**src/rtl/piso_pkg.sv**
```systemverilog
// Shared types and helpers for the parallel-in / serial-out serializer.
// Holds the FSM state type, the frame-length helper and the default word width.
// No logic of its own; imported by piso_serializer.
package piso_pkg;

    typedef enum logic {
        IDLE  = 1'b0,
        SHIFT = 1'b1
    } piso_state_t;

    localparam int PISO_DEFAULT_WIDTH = 16;

    // Bits per frame: the data word plus one trailing parity bit when enabled.
    function automatic int frame_len(input int width, input bit parity_en);
        return parity_en ? width + 1 : width;
    endfunction

endpackage

```
**src/rtl/piso_bit_counter.sv**
```systemverilog
// Frame bit counter: loadable (clear-to-zero) up-counter with terminal flags.
// Latency: registered count, flags are combinational decodes of the count.
// Backpressure: none; holds at FRAME_LEN-1 and never wraps on its own.
module piso_bit_counter #(
    parameter int FRAME_LEN = 16,
    parameter int CW        = $clog2(FRAME_LEN + 1)
) (
    input  logic          clk,
    input  logic          rst_n,
    input  logic          clr_i,
    input  logic          en_i,
    output logic [CW-1:0] cnt_o,
    output logic          last_o,
    output logic          pre_last_o
);

    logic [CW-1:0] cnt_q;
    logic [CW-1:0] cnt_d;

    // Next count: clear wins over increment; saturate at the last bit index.
    always_comb begin
        cnt_d = cnt_q;
        if (clr_i) begin
            cnt_d = '0;
        end else if (en_i && !last_o) begin
            cnt_d = cnt_q + 1'b1;
        end
    end

    // Count register with synchronous active-low reset.
    always_ff @(posedge clk) begin
        if (!rst_n) begin
            cnt_q <= '0;
        end else begin
            cnt_q <= cnt_d;
        end
    end

    assign cnt_o      = cnt_q;
    assign last_o     = (cnt_q == CW'(FRAME_LEN - 1));
    assign pre_last_o = (cnt_q == CW'(FRAME_LEN - 2));

endmodule

```
**src/rtl/piso_serializer.sv**
```systemverilog
// Parallel-in / serial-out serializer feeding a downstream serial-in shift register.
// Latency: first bit on ser_out one cycle after the accept edge; one bit per cycle.
// Backpressure: in_ready only in IDLE or on the last frame bit. Optional parity: PISO_PARITY_EN.
module piso_serializer
    import piso_pkg::*;
#(
    parameter int WIDTH     = PISO_DEFAULT_WIDTH,
    parameter bit MSB_FIRST = 1'b1
) (
    input  logic             clk,
    input  logic             rst_n,
    input  logic [WIDTH-1:0] in_data,
    input  logic             in_valid,
    output logic             in_ready,
    output logic             ser_out,
    output logic             ser_valid,
    output logic             frame_done,
    output logic             busy
);

`ifdef PISO_PARITY_EN
    localparam bit PARITY_EN = 1'b1;
`else
    localparam bit PARITY_EN = 1'b0;
`endif
    localparam int FRAME_LEN = frame_len(WIDTH, PARITY_EN);
    localparam int CW        = $clog2(FRAME_LEN + 1);

    piso_state_t      state_q;
    piso_state_t      state_d;
    logic [WIDTH-1:0] sreg_q;
    logic [WIDTH-1:0] sreg_d;
    logic             ser_out_q;
    logic             ser_out_d;
    logic             frame_done_q;
    logic             frame_done_d;

    logic [CW-1:0]    cnt;
    logic             cnt_last;
    logic             cnt_pre_last;
    logic             cnt_clr;
    logic             cnt_en;
    logic             xfer;

    logic             in_head;
    logic [WIDTH-1:0] in_rest;
    logic             sreg_head;
    logic [WIDTH-1:0] sreg_rest;
    logic             next_is_parity;
    logic             parity_bit;

    // The word is held pre-shifted: the bit going out next always sits at the head.
    if (MSB_FIRST) begin : g_msb_first
        assign in_head   = in_data[WIDTH-1];
        assign in_rest   = {in_data[WIDTH-2:0], 1'b0};
        assign sreg_head = sreg_q[WIDTH-1];
        assign sreg_rest = {sreg_q[WIDTH-2:0], 1'b0};
    end else begin : g_lsb_first
        assign in_head   = in_data[0];
        assign in_rest   = {1'b0, in_data[WIDTH-1:1]};
        assign sreg_head = sreg_q[0];
        assign sreg_rest = {1'b0, sreg_q[WIDTH-1:1]};
    end

`ifdef PISO_PARITY_EN
    logic parity_q;

    // Even parity of the accepted word, sent after the last data bit.
    always_ff @(posedge clk) begin
        if (!rst_n) begin
            parity_q <= 1'b0;
        end else if (xfer) begin
            parity_q <= ^in_data;
        end
    end

    assign parity_bit     = parity_q;
    assign next_is_parity = (cnt == CW'(WIDTH - 1));
`else
    assign parity_bit     = 1'b0;
    assign next_is_parity = 1'b0;
`endif

    // Ready when idle, or while the last bit is on the wire so frames can abut.
    assign in_ready = (state_q == IDLE) || ((state_q == SHIFT) && cnt_last);
    assign xfer     = in_valid && in_ready;

    // Counter tracks the index of the bit currently on ser_out; it restarts on
    // every accept and returns to zero when the frame ends without a follow-on.
    assign cnt_clr = xfer || cnt_last;
    assign cnt_en  = (state_q == SHIFT);

    piso_bit_counter #(
        .FRAME_LEN (FRAME_LEN),
        .CW        (CW)
    ) u_bit_counter (
        .clk        (clk),
        .rst_n      (rst_n),
        .clr_i      (cnt_clr),
        .en_i       (cnt_en),
        .cnt_o      (cnt),
        .last_o     (cnt_last),
        .pre_last_o (cnt_pre_last)
    );

    // State register: reset aborts any frame in flight.
    always_ff @(posedge clk) begin
        if (!rst_n) begin
            state_q <= IDLE;
        end else begin
            state_q <= state_d;
        end
    end

    // Next-state: start on accept, leave after the last bit unless a new word lands.
    always_comb begin
        state_d = state_q;
        case (state_q)
            IDLE:    if (xfer) state_d = SHIFT;
            SHIFT:   if (cnt_last && !xfer) state_d = IDLE;
            default: state_d = IDLE;
        endcase
    end

    // Output/datapath next values: load on accept, otherwise shift until the last bit.
    always_comb begin
        sreg_d       = sreg_q;
        ser_out_d    = 1'b0;
        frame_done_d = 1'b0;
        if (xfer) begin
            sreg_d    = in_rest;
            ser_out_d = in_head;
        end else if ((state_q == SHIFT) && !cnt_last) begin
            sreg_d       = sreg_rest;
            ser_out_d    = next_is_parity ? parity_bit : sreg_head;
            frame_done_d = cnt_pre_last;
        end
    end

    // Registered serial outputs and shift register.
    always_ff @(posedge clk) begin
        if (!rst_n) begin
            sreg_q       <= '0;
            ser_out_q    <= 1'b0;
            frame_done_q <= 1'b0;
        end else begin
            sreg_q       <= sreg_d;
            ser_out_q    <= ser_out_d;
            frame_done_q <= frame_done_d;
        end
    end

    assign ser_out    = ser_out_q;
    assign ser_valid  = (state_q == SHIFT);
    assign busy       = (state_q == SHIFT);
    assign frame_done = frame_done_q;

endmodule

```
**config.mk**
```make
export PLATFORM = sky130hd
export DESIGN_NAME = piso_serializer
export DESIGN_NICKNAME = d
export VERILOG_FILES = /design/src/rtl/piso_pkg.sv /design/src/rtl/piso_bit_counter.sv /design/src/rtl/piso_serializer.sv
export SDC_FILE = /design/constraint.sdc
export NUM_CORES = 1
export LEC_CHECK = 0
export CAP_MARGIN = 20
export CORE_MARGIN = 2
export CORE_UTILIZATION = 49
export CTS_CLUSTER_DIAMETER = 100
export DETAILED_ROUTE_END_ITERATION = 8
export PLACE_DENSITY = 0.78
export SLEW_MARGIN = 25
export SYNTH_ARGS = -nofsm -noshare
export SYNTH_HDL_FRONTEND = slang
export SYNTH_SLANG_ARGS = --single-unit
export TNS_END_PERCENT = 100
```
**constraint.sdc**
```tcl
create_clock -name clk -period 1.95 [get_ports clk]
set_input_delay 0.2925 -clock clk [delete_from_list [all_inputs] [get_ports clk]]
set_output_delay 0.2925 -clock clk [all_outputs]
set_load 0.02 [all_outputs]
```
-- Word level (Yosys, flattened, before mapping)
Index checks and enable logic that the tools add are counted.
- word-level logic and storage cells: 29
- register bits: 23
- bits of input ports: 19
- equal/unequal tests: 2
- bitwise gates (word level): 3
- $add $sub $neg: 1
- muxes and demuxes: 7
- reduce and logical (&&, ||, !) cells: 11
- operators by type and width (operator ; count):
    $mux 16 ; 2
    $eq 5x4->1 const B ; 2
    $add 5x1->5 const B ; 1
    $logic_and 1x1->1 ; 4
    $mux 1 ; 4
    $not 1->1 ; 3
    $reduce_or 3->1 ; 1
    $logic_not 1->1 ; 2
    $logic_or 1x1->1 ; 2
    $pmux 1 s2 ; 1
    $reduce_bool 2->1 ; 1
    $reduce_or 2->1 ; 1

-- Depth between registers and ports, before layout
Gate-level depths: netlist of run 1.
- depth in word-level cells: 8
- depth in mapped cells: 9

-- By module
A second synthesis of run 1 with hierarchy kept.
- cell total of the unflattened synthesis: 108
- area total of the unflattened synthesis: 1057.3 µm²
- by module, submodules not included (module ; instances ; area each (µm²) ; sequential area each (µm²) ; cells each):
    piso_serializer ; 1 ; 792.0 ; 360.3 ; 79
    piso_bit_counter ; 1 ; 265.3 ; 100.1 ; 29

-- Worst setup path after synthesis of run 1
Ideal clock, no wire load.
- kind: register to register
- start: register u_bit_counter.cnt_q[0], in the netlist u_bit_counter.cnt_o[0]
- end: register sreg_q[11]
- period minus slack after synthesis: 1.617 ns
- arrival: 1.501 ns
- path buffers: 2
- stages on the path, launching flop included: 9
- path slack: 0.333 ns
- data required time: 1.834 ns
- path through: dfxtp_1 -> ha_1 -> and3_1 -> ha_1 -> nor2b_2 -> buf_6 -> inv_4 -> buf_6 -> o211a_1
- longest elaborated chain between the ends: 5
- elaborated cells on any way between the ends: 8
- RTL lines (item ; RTL line ; source):
    start: declaration ; piso_bit_counter.sv:17 ; logic [CW-1:0] cnt_q;
    start signal: assignment ; piso_bit_counter.sv:35 ; cnt_q <= cnt_d;
    $eq 5x4->1 * ; piso_bit_counter.sv:40 ; assign last_o = (cnt_q == CW'(FRAME_LEN - 1));
    $logic_and 1x1->1 * ; piso_serializer.sv:85 ; assign in_ready = (state_q == IDLE) || ((state_q == SHIFT) && cnt_last);
    $logic_or 1x1->1 * ; piso_serializer.sv:85 ;
    via in_ready ; piso_serializer.sv:14 ; output logic in_ready,
    $logic_and 1x1->1 * ; piso_serializer.sv:86 ; assign xfer = in_valid && in_ready;
    $mux 16 or $reduce_bool 2->1 (tied branches) ; n/a ;
    end signal: assignment ; piso_serializer.sv:147 ; sreg_q <= sreg_d;
    end: declaration ; piso_serializer.sv:31 ; logic [WIDTH-1:0] sreg_q;
Mark *: on every way through the listed nets, which the timed path passes. The rest lies on a longest branch.
A chain may end at the register's enable or synchronous reset.

-- Final worst setup path of run 1
- start: register u_bit_counter.cnt_q[0], in the netlist u_bit_counter.cnt_o[0]
- end: output port in_ready
- longest elaborated chain between the ends: 3
- RTL lines (item ; RTL line):
    $eq 5x4->1 ; piso_bit_counter.sv:40
    $logic_and 1x1->1 ; piso_serializer.sv:85
    $logic_or 1x1->1 ; piso_serializer.sv:85
    end: declaration ; piso_serializer.sv:14
No other way between the ends.

==> results of run 1 <==
per-layer routing:
metal	global-route usage (%)	part of all wire, %	vias up
met5	0	0	-
met4	6.58	1.4	0
met3	5.26	4.7	2
met2	24.7	47	18
met1	22.2	47	390
li1	-	-	437
cells in the mapped netlist (2+ instances only):
master,n,area [um^2]
nand3b_1,2,15.0
buf_4,2,15.0
inv_1,3,11.3
buf_2,2,10.0
mux2i_1,15,150
buf_6,5,56.3
ha_1,3,37.5
nand2_1,19,71.3
a21oi_1,2,10.0
nor2_1,4,15.0
a211oi_1,2,15.0
o211a_1,14,140
nand3_1,2,10.0
dfxtp_1,23,460
cell type report:
cell class	count	share of cell area, %
Tap cell	28	2.57
Clock inverter	1	0.367
Sequential cell	23	33.8
Clock buffer	3	1.65
Inverter	4	1.29
Multi-Input combinational cell	73	39.4
Timing Repair Buffer	31	20.9
power groups by stage:
stage | clock network, uW | registers [uW] | logic [uW]
6_report | 215 | 520 | 173
2_1_floorplan | 0 | 530 | 115
4_1_cts | 227 | 520 | 175
3_5_place_dp | 0 | 531 | 175
3_3_place_gp | 0 | 529 | 169
5_1_grt | 244 | 523 | 192
sequential cells by signal, summed over array words and instances (netlist names):
register,count
busy,1
frame_done,1
sreg_q,15
u_bit_counter.cnt_o,5
ser_out,1
through the flow:
step	cells	util (%)	total power (uW)	setup slack [ns]
after detailed placement	159	61.6	706	0.0339
after global placement	159	61.6	699	0.0480
after CTS	163	62.7	921	0.0452
final	163	62.8	908	0.0964
after floorplan	109	-	645	0.333
after global routing	163	62.8	959	0.0204
timing repair:
item | in CTS | in global routing
hold endpoints to repair | 0 | 0
buffers inserted | 0 | 0
resized for setup | 4 | 1
endpoints found under the setup margin | 1 | 1
hold buffers | 0 | 0
worst register-to-register path, stage by stage, from the launching register on:
cell	delay [ns]
dfxtp_1	0.33
ha_1	0.20
and3_1	0.18
ha_2	0.18
buf_4	0.13
nand4b_1	0.17
or3_1	0.33
a21oi_1	0.14
final timing paths:
path / endpoint / slack [ns] / cells past startpoint
worst max-delay path: in_ready / 0.1 / 6
worst min-delay path: ser_out$_SDFF_PN0_ / 0.47 / 2
worst max register to register: u_bit_counter.cnt_o[3]$_SDFFE_PP0N_ / 0.24 / 7
worst min register to register: ser_out$_SDFF_PN0_ / 0.47 / 2
cells by family (layout without fill, tap and decap cells):
logic type	after synthesis	after routing
AO/OA/AOI/OAI	21	21
multiplexers	15	15
AND/OR/NAND/NOR	33	33
buffers and inverters	13	39
adder cells (fa/ha/maj)	3	3
flip-flops	23	23
XOR/XNOR	1	1
==> qor.csv, run 1 <==
stage,metric,value,unit
critical_path,CP max stage delay,0.33,ns
global_route,total track usage,16.6,%
pwr,pwr dens,666,nW/um^2
timing,Tmin final,1.85,ns
synthesis,register bit total from synthesis,23,
critical_path,worst r2r src,u_bit_counter.cnt_o[0]$_SDFFE_PP0N_,
timing,RSZ-0062 raised after global routing,no,
clocking,clk root buf,clkbuf_4,
routing,Pre-antenna DRT Iters,2,
timing,Final TNS setup,0,ns
cells_and_area,Layout Nets,158,
clocking,maximum buffer depth of the clock tree,2,
synthesis,Yosys warnings,0,
global_route,first-pass GRT wire length,3230,um
cells_and_area,area added between synthesis and finish,24.6,%
routing,drt total wl,2010,um
floorplan,die area,2630,um^2
critical_path,WP data arrival,1.56,ns
cells_and_area,most frequent cells in the layout,"dfxtp_1 (23), clkdlybuf4s50_1 (22), nand2_1 (19)",
critical_path,crit path max-delay cell type,dfxtp_1,
floorplan,die outline width,51.2,um
synthesis,post-synthesis compound-gate area fraction,16.9,%
cells_and_area,ANT cells,0,
pwr,combinational power share,19.1,%
synthesis,"Top FF cell, synth",dfxtp_1,
timing,Hold Fails Final Rpt,0,
placed_design,DP Wirelength,1440,um
pwr,sequential share of power,57.3,%
timing,Final Skew,0.00690,ns
critical_path,crit-path max FO,2,
cells_and_area,Finished Cell Area,1360,um^2
timing,hold slack,0.474,ns
clocking,total CTS buffers,3,
routing,Routed Antenna Nets,0,
routing,Via density,5.20,
floorplan,core region area,2170,um^2
critical_path,CP endpoint kind,output port,
synthesis,register area share after synthesis,42.1,%
synthesis,Synth cell types,25,
synthesis,largest family of logic cells by synthesized area,compound AO/OA/AOI/OAI gates,
outcome,status,finished clean,
clocking,worst-skew pair later-pin latency,0.31,ns
min_path,worst min-delay path startpoint,sreg_q[15]$_SDFFE_PN0P_,
run,max cap viols,0,
global_route,initial antenna violation count,0,
critical_path,critical path class,register to output port,
synthesis,adder-cell area share of the yosys netlist,3.43,%
clocking,H-tree levels,1,
critical_path,Startpoint Class,register,
timing,Least-Margin Pin Slew,0.361,ns
timing,fin crit share,95.1,%
cells_and_area,storage element area,460,um^2
critical_path,Worst Path Buf+Inv,2,
pwr,Max VDD drop,0.566,mV
placed_design,IO buf count,23,
global_route,largest net degree at the start of global routing,32,
clocking,CTS tree,yes,
cells_and_area,multi-input logic area,537,um^2
pwr,P_sw,232,uW
clocking,Worst-path clk slew,0.12,ns
synthesis,number of flops mapped to enable cells by yosys,0,
synthesis,syn_area_per_cell,10.0,um^2
critical_path,crit-path cells,"ha_1, and3_1, ha_2, nor2b_2, inv_4, buf_2",
floorplan,starting density of the core,50.4,%
synthesis,post-synthesis xor/xnor area fraction,0.801,%
global_route,Congestion Overflow GR,0,
routing,detailed-route via count,847,
clocking,CTS Sinks,23,
cells_and_area,"most common cell after layout, fill and taps aside",dfxtp_1,
routing,drt first-iter violations,9,
synthesis,Synth Cell Area,1090,um^2
placed_design,GP Congestion,0.760,
pwr,Cell Int Power,676,uW
timing,f_max,540,MHz
min_path,Hold/Removal Path Class,register to register,
floorplan,IO Pins,24,
global_route,vias in the first global route,721,
cells_and_area,layout cells sized above 1,11.9,%
floorplan,Chip Height,51.2,um
routing,Avg WL per Cell,12.3,um
critical_path,CP startpoint,u_bit_counter.cnt_o[0]$_SDFFE_PP0N_,
timing,setup violators final,0,
synthesis,mux share of post-synthesis cell area,13.7,%
timing,final slew viol count,0,
critical_path,WP data required,1.66,ns
synthesis,Synth Instances,109,
synthesis,simple-gate portion of the synthesized area,14.0,%
routing,DRC Markers,0,
timing,Slew HR,75.9,%
pwr,leakage power,0.000692,uW
placed_design,Placed Area,1340,um^2
floorplan,row count,17,
cells_and_area,Fillers,193,
synthesis,Post-synth ARST share,0,%
pwr,Clk pwr share,23.6,%
critical_path,CP top delay family,adder cells,
pwr,Sw Share,25.6,%
synthesis,syn nets,131,
Note: power is estimated with default switching activity, not from simulation.
==> run 2, diff against run 1 <==
--- a/config.mk
+++ b/config.mk
@@ -6,9 +6,9 @@
 export NUM_CORES = 1
 export LEC_CHECK = 0
 export CAP_MARGIN = 20
-export CORE_MARGIN = 2
+export CORE_MARGIN = 8
 export CORE_UTILIZATION = 49
-export CTS_CLUSTER_DIAMETER = 100
+export CTS_CLUSTER_DIAMETER = 120
 export DETAILED_ROUTE_END_ITERATION = 8
 export PLACE_DENSITY = 0.78
 export SLEW_MARGIN = 25
==> run 2 against run 1 <==
Compared with the run above:
- sequential share of layout area fell by 0.093 points
- first-iteration DRC count grew 11%
- via count rose by 1.9%
- largest cell class unchanged
==> qor.csv, run 2 (same netlist as run 1, synthesis figures left out) <==
stage,metric,value,unit
placed_design,GP Congestion,0.804,
routing,Routed Antenna Nets,0,
routing,DRC Markers,0,
global_route,Congestion Overflow GR,0,
placed_design,Placed Area,1340,um^2
cells_and_area,"most common cell after layout, fill and taps aside",dfxtp_1,
clocking,total CTS buffers,3,
cells_and_area,Layout Nets,158,
critical_path,CP endpoint kind,output port,
min_path,worst min-delay path startpoint,sreg_q[15]$_SDFFE_PN0P_,
cells_and_area,most frequent cells in the layout,"dfxtp_1 (23), clkdlybuf4s50_1 (22), nand2_1 (19)",
pwr,pwr dens,670,nW/um^2
timing,fin crit share,96.0,%
critical_path,crit-path cells,"ha_1, and3_1, ha_2, nor2b_4, inv_4, buf_2",
floorplan,starting density of the core,50.4,%
min_path,Hold Path End,ser_out$_SDFF_PN0_,
floorplan,die outline width,63.2,um
global_route,vias in the first global route,850,
clocking,CTS Hold Bufs,0,
clocking,H-tree levels,1,
clocking,worst-skew pair later-pin latency,0.31,ns
outcome,status,finished clean,
routing,drt first-iter violations,10,
critical_path,worst r2r src,u_bit_counter.cnt_o[0]$_SDFFE_PP0N_,
floorplan,core region area,2170,um^2
global_route,met3 global-route usage,3.00,%
clocking,"Setup Fix Bufs, Post-CTS",0,
routing,detailed-route via count,863,
critical_path,RR Endpoint,u_bit_counter.cnt_o[3]$_SDFFE_PP0N_,
timing,setup violators final,0,
critical_path,WP data required,1.66,ns
cells_and_area,max FFs per register,15,
floorplan,Chip Height,63.2,um
floorplan,row count,17,
global_route,gr busiest metal,met2,
min_path,Hold/Removal Path Class,register to register,
critical_path,crit path max-delay cell type,dfxtp_1,
clocking,CTS Sinks,23,
routing,Avg WL per Cell,13.4,um
global_route,first-pass GRT wire length,3850,um
timing,Slew HR,81.0,%
timing,Least-Margin Pin Slew,0.285,ns
critical_path,number of cells on the worst reg-to-reg path,7,
min_path,Hold Path Stages,2,
global_route,met1 GRT Util,13.8,%
critical_path,CP max stage delay,0.34,ns
global_route,initial antenna violation count,0,
timing,RSZ-0062 raised after global routing,no,
clocking,post-cts resize count,4,
critical_path,crit-path max FO,2,
run,max cap viols,0,
routing,Pre-antenna DRT Iters,4,
critical_path,critical path class,register to output port,
pwr,leakage power,0.000692,uW
critical_path,reg2reg setup slack,0.15,ns
routing,drt total wl,2190,um
clocking,Worst-path clk slew,0.12,ns
clocking,maximum buffer depth of the clock tree,2,
timing,Hold Fails Final Rpt,0,
routing,Via density,5.29,
timing,f_max,534,MHz
cells_and_area,Finished Cell Area,1370,um^2
floorplan,IO Pins,24,
pwr,Max VDD drop,0.451,mV
timing,Final Skew,0.00643,ns
cells_and_area,Fillers,191,
global_route,met2 Use GR,18.3,%
placed_design,DP Wirelength,1640,um
timing,Tmin final,1.87,ns
global_route,total track usage,11.7,%
clocking,CTS tree,yes,
critical_path,WP data arrival,1.58,ns
cells_and_area,area added between synthesis and finish,24.9,%
floorplan,die area,4000,um^2
cells_and_area,layout cells sized above 1,11.1,%
timing,hold slack,0.479,ns
cells_and_area,ANT cells,0,
global_route,largest net degree at the start of global routing,32,
timing,final slew viol count,0,
clocking,clk root buf,clkbuf_4,
critical_path,Startpoint Class,register,
cells_and_area,largest register by flop count,sreg_q,
placed_design,IO buf count,23,
==> run 2: cell count changes in the layout (fill, tap and decap cells not counted) <==
cell	before	now
nor2b_4	0	1
nor2b_2	1	0
clkbuf_1	0	1
clkinv_2	1	0
==> run 2: how the worst max path moves through the flow <==
stage / start / to / slack [ns] / depth (start not counted)
CTS: u_bit_counter.cnt_o[0]$_SDFFE_PP0N_ / in_ready / 0.006 / 6
global placement: u_bit_counter.cnt_o[0]$_SDFFE_PP0N_ / in_ready / 0.04 / 6
finish: u_bit_counter.cnt_o[0]$_SDFFE_PP0N_ / in_ready / 0.08 / 6
global route: u_bit_counter.cnt_o[0]$_SDFFE_PP0N_ / in_ready / 0.01 / 6
detailed placement: u_bit_counter.cnt_o[0]$_SDFFE_PP0N_ / in_ready / -0.003 / 6
floorplan: u_bit_counter.cnt_o[0]$_SDFFE_PP0N_ / sreg_q[11]$_SDFFE_PN0P_ / 0.33 / 8
==> run 2: metal layers <==
layer	vias to the layer above	wire length, um
li1	431	-
met1	411	1070
met2	17	986
met3	4	82
met4	0	48
met5	-	0
==> run 2: area by class of cell <==
cell class | count | area [um^2] | share of cell area, %
Multi-Input combinational cell | 73 | 542 | 39.7
Clock buffer | 4 | 26.3 | 1.92
Tap cell | 28 | 35.0 | 2.56
Sequential cell | 23 | 460 | 33.7
Inverter | 4 | 17.5 | 1.28
Timing Repair Buffer | 31 | 285 | 20.9
==> run 2: stage by stage <==
| stage | util [%] | instances | setup TNS [ns] | setup WS, ns | power [uW] |
|---|---|---|---|---|---|
| finish | 63.0 | 163 | 0 | 0.0779 | 916 |
| global route | 63.0 | 163 | 0 | 0.0131 | 967 |
| floorplan | - | 109 | 0 | 0.333 | 645 |
| global placement | 61.6 | 159 | 0 | 0.0427 | 699 |
| CTS | 62.6 | 163 | 0 | 0.00566 | 924 |
| detailed placement | 61.6 | 159 | -0.00339 | -0.00339 | 707 |
==> run 2: worst max-delay path, delay by kind of cell (launching register included) <==
family | cells | cell delay [ns]
adder cells (fa/ha/maj) | 2 | 0.40
AND/OR/NAND/NOR | 2 | 0.33
flip-flops | 1 | 0.34
buffers and inverters | 2 | 0.19
==> run 2: where the power goes <==
part           internal, uW  switching (uW)
combinational          97.8            76.1
sequential              502            19.2
clock                  80.0             140
total                   680             235
==> run 3, diff against run 2 <==
--- a/config.mk
+++ b/config.mk
@@ -10,6 +10,7 @@
 export CORE_UTILIZATION = 49
 export CTS_CLUSTER_DIAMETER = 120
 export DETAILED_ROUTE_END_ITERATION = 8
+export GPL_ROUTABILITY_DRIVEN = 0
 export PLACE_DENSITY = 0.78
 export SLEW_MARGIN = 25
 export SYNTH_ARGS = -nofsm -noshare
==> results of run 3 <==
No change in the layout: final DEF, timing and power equal those of run 2.
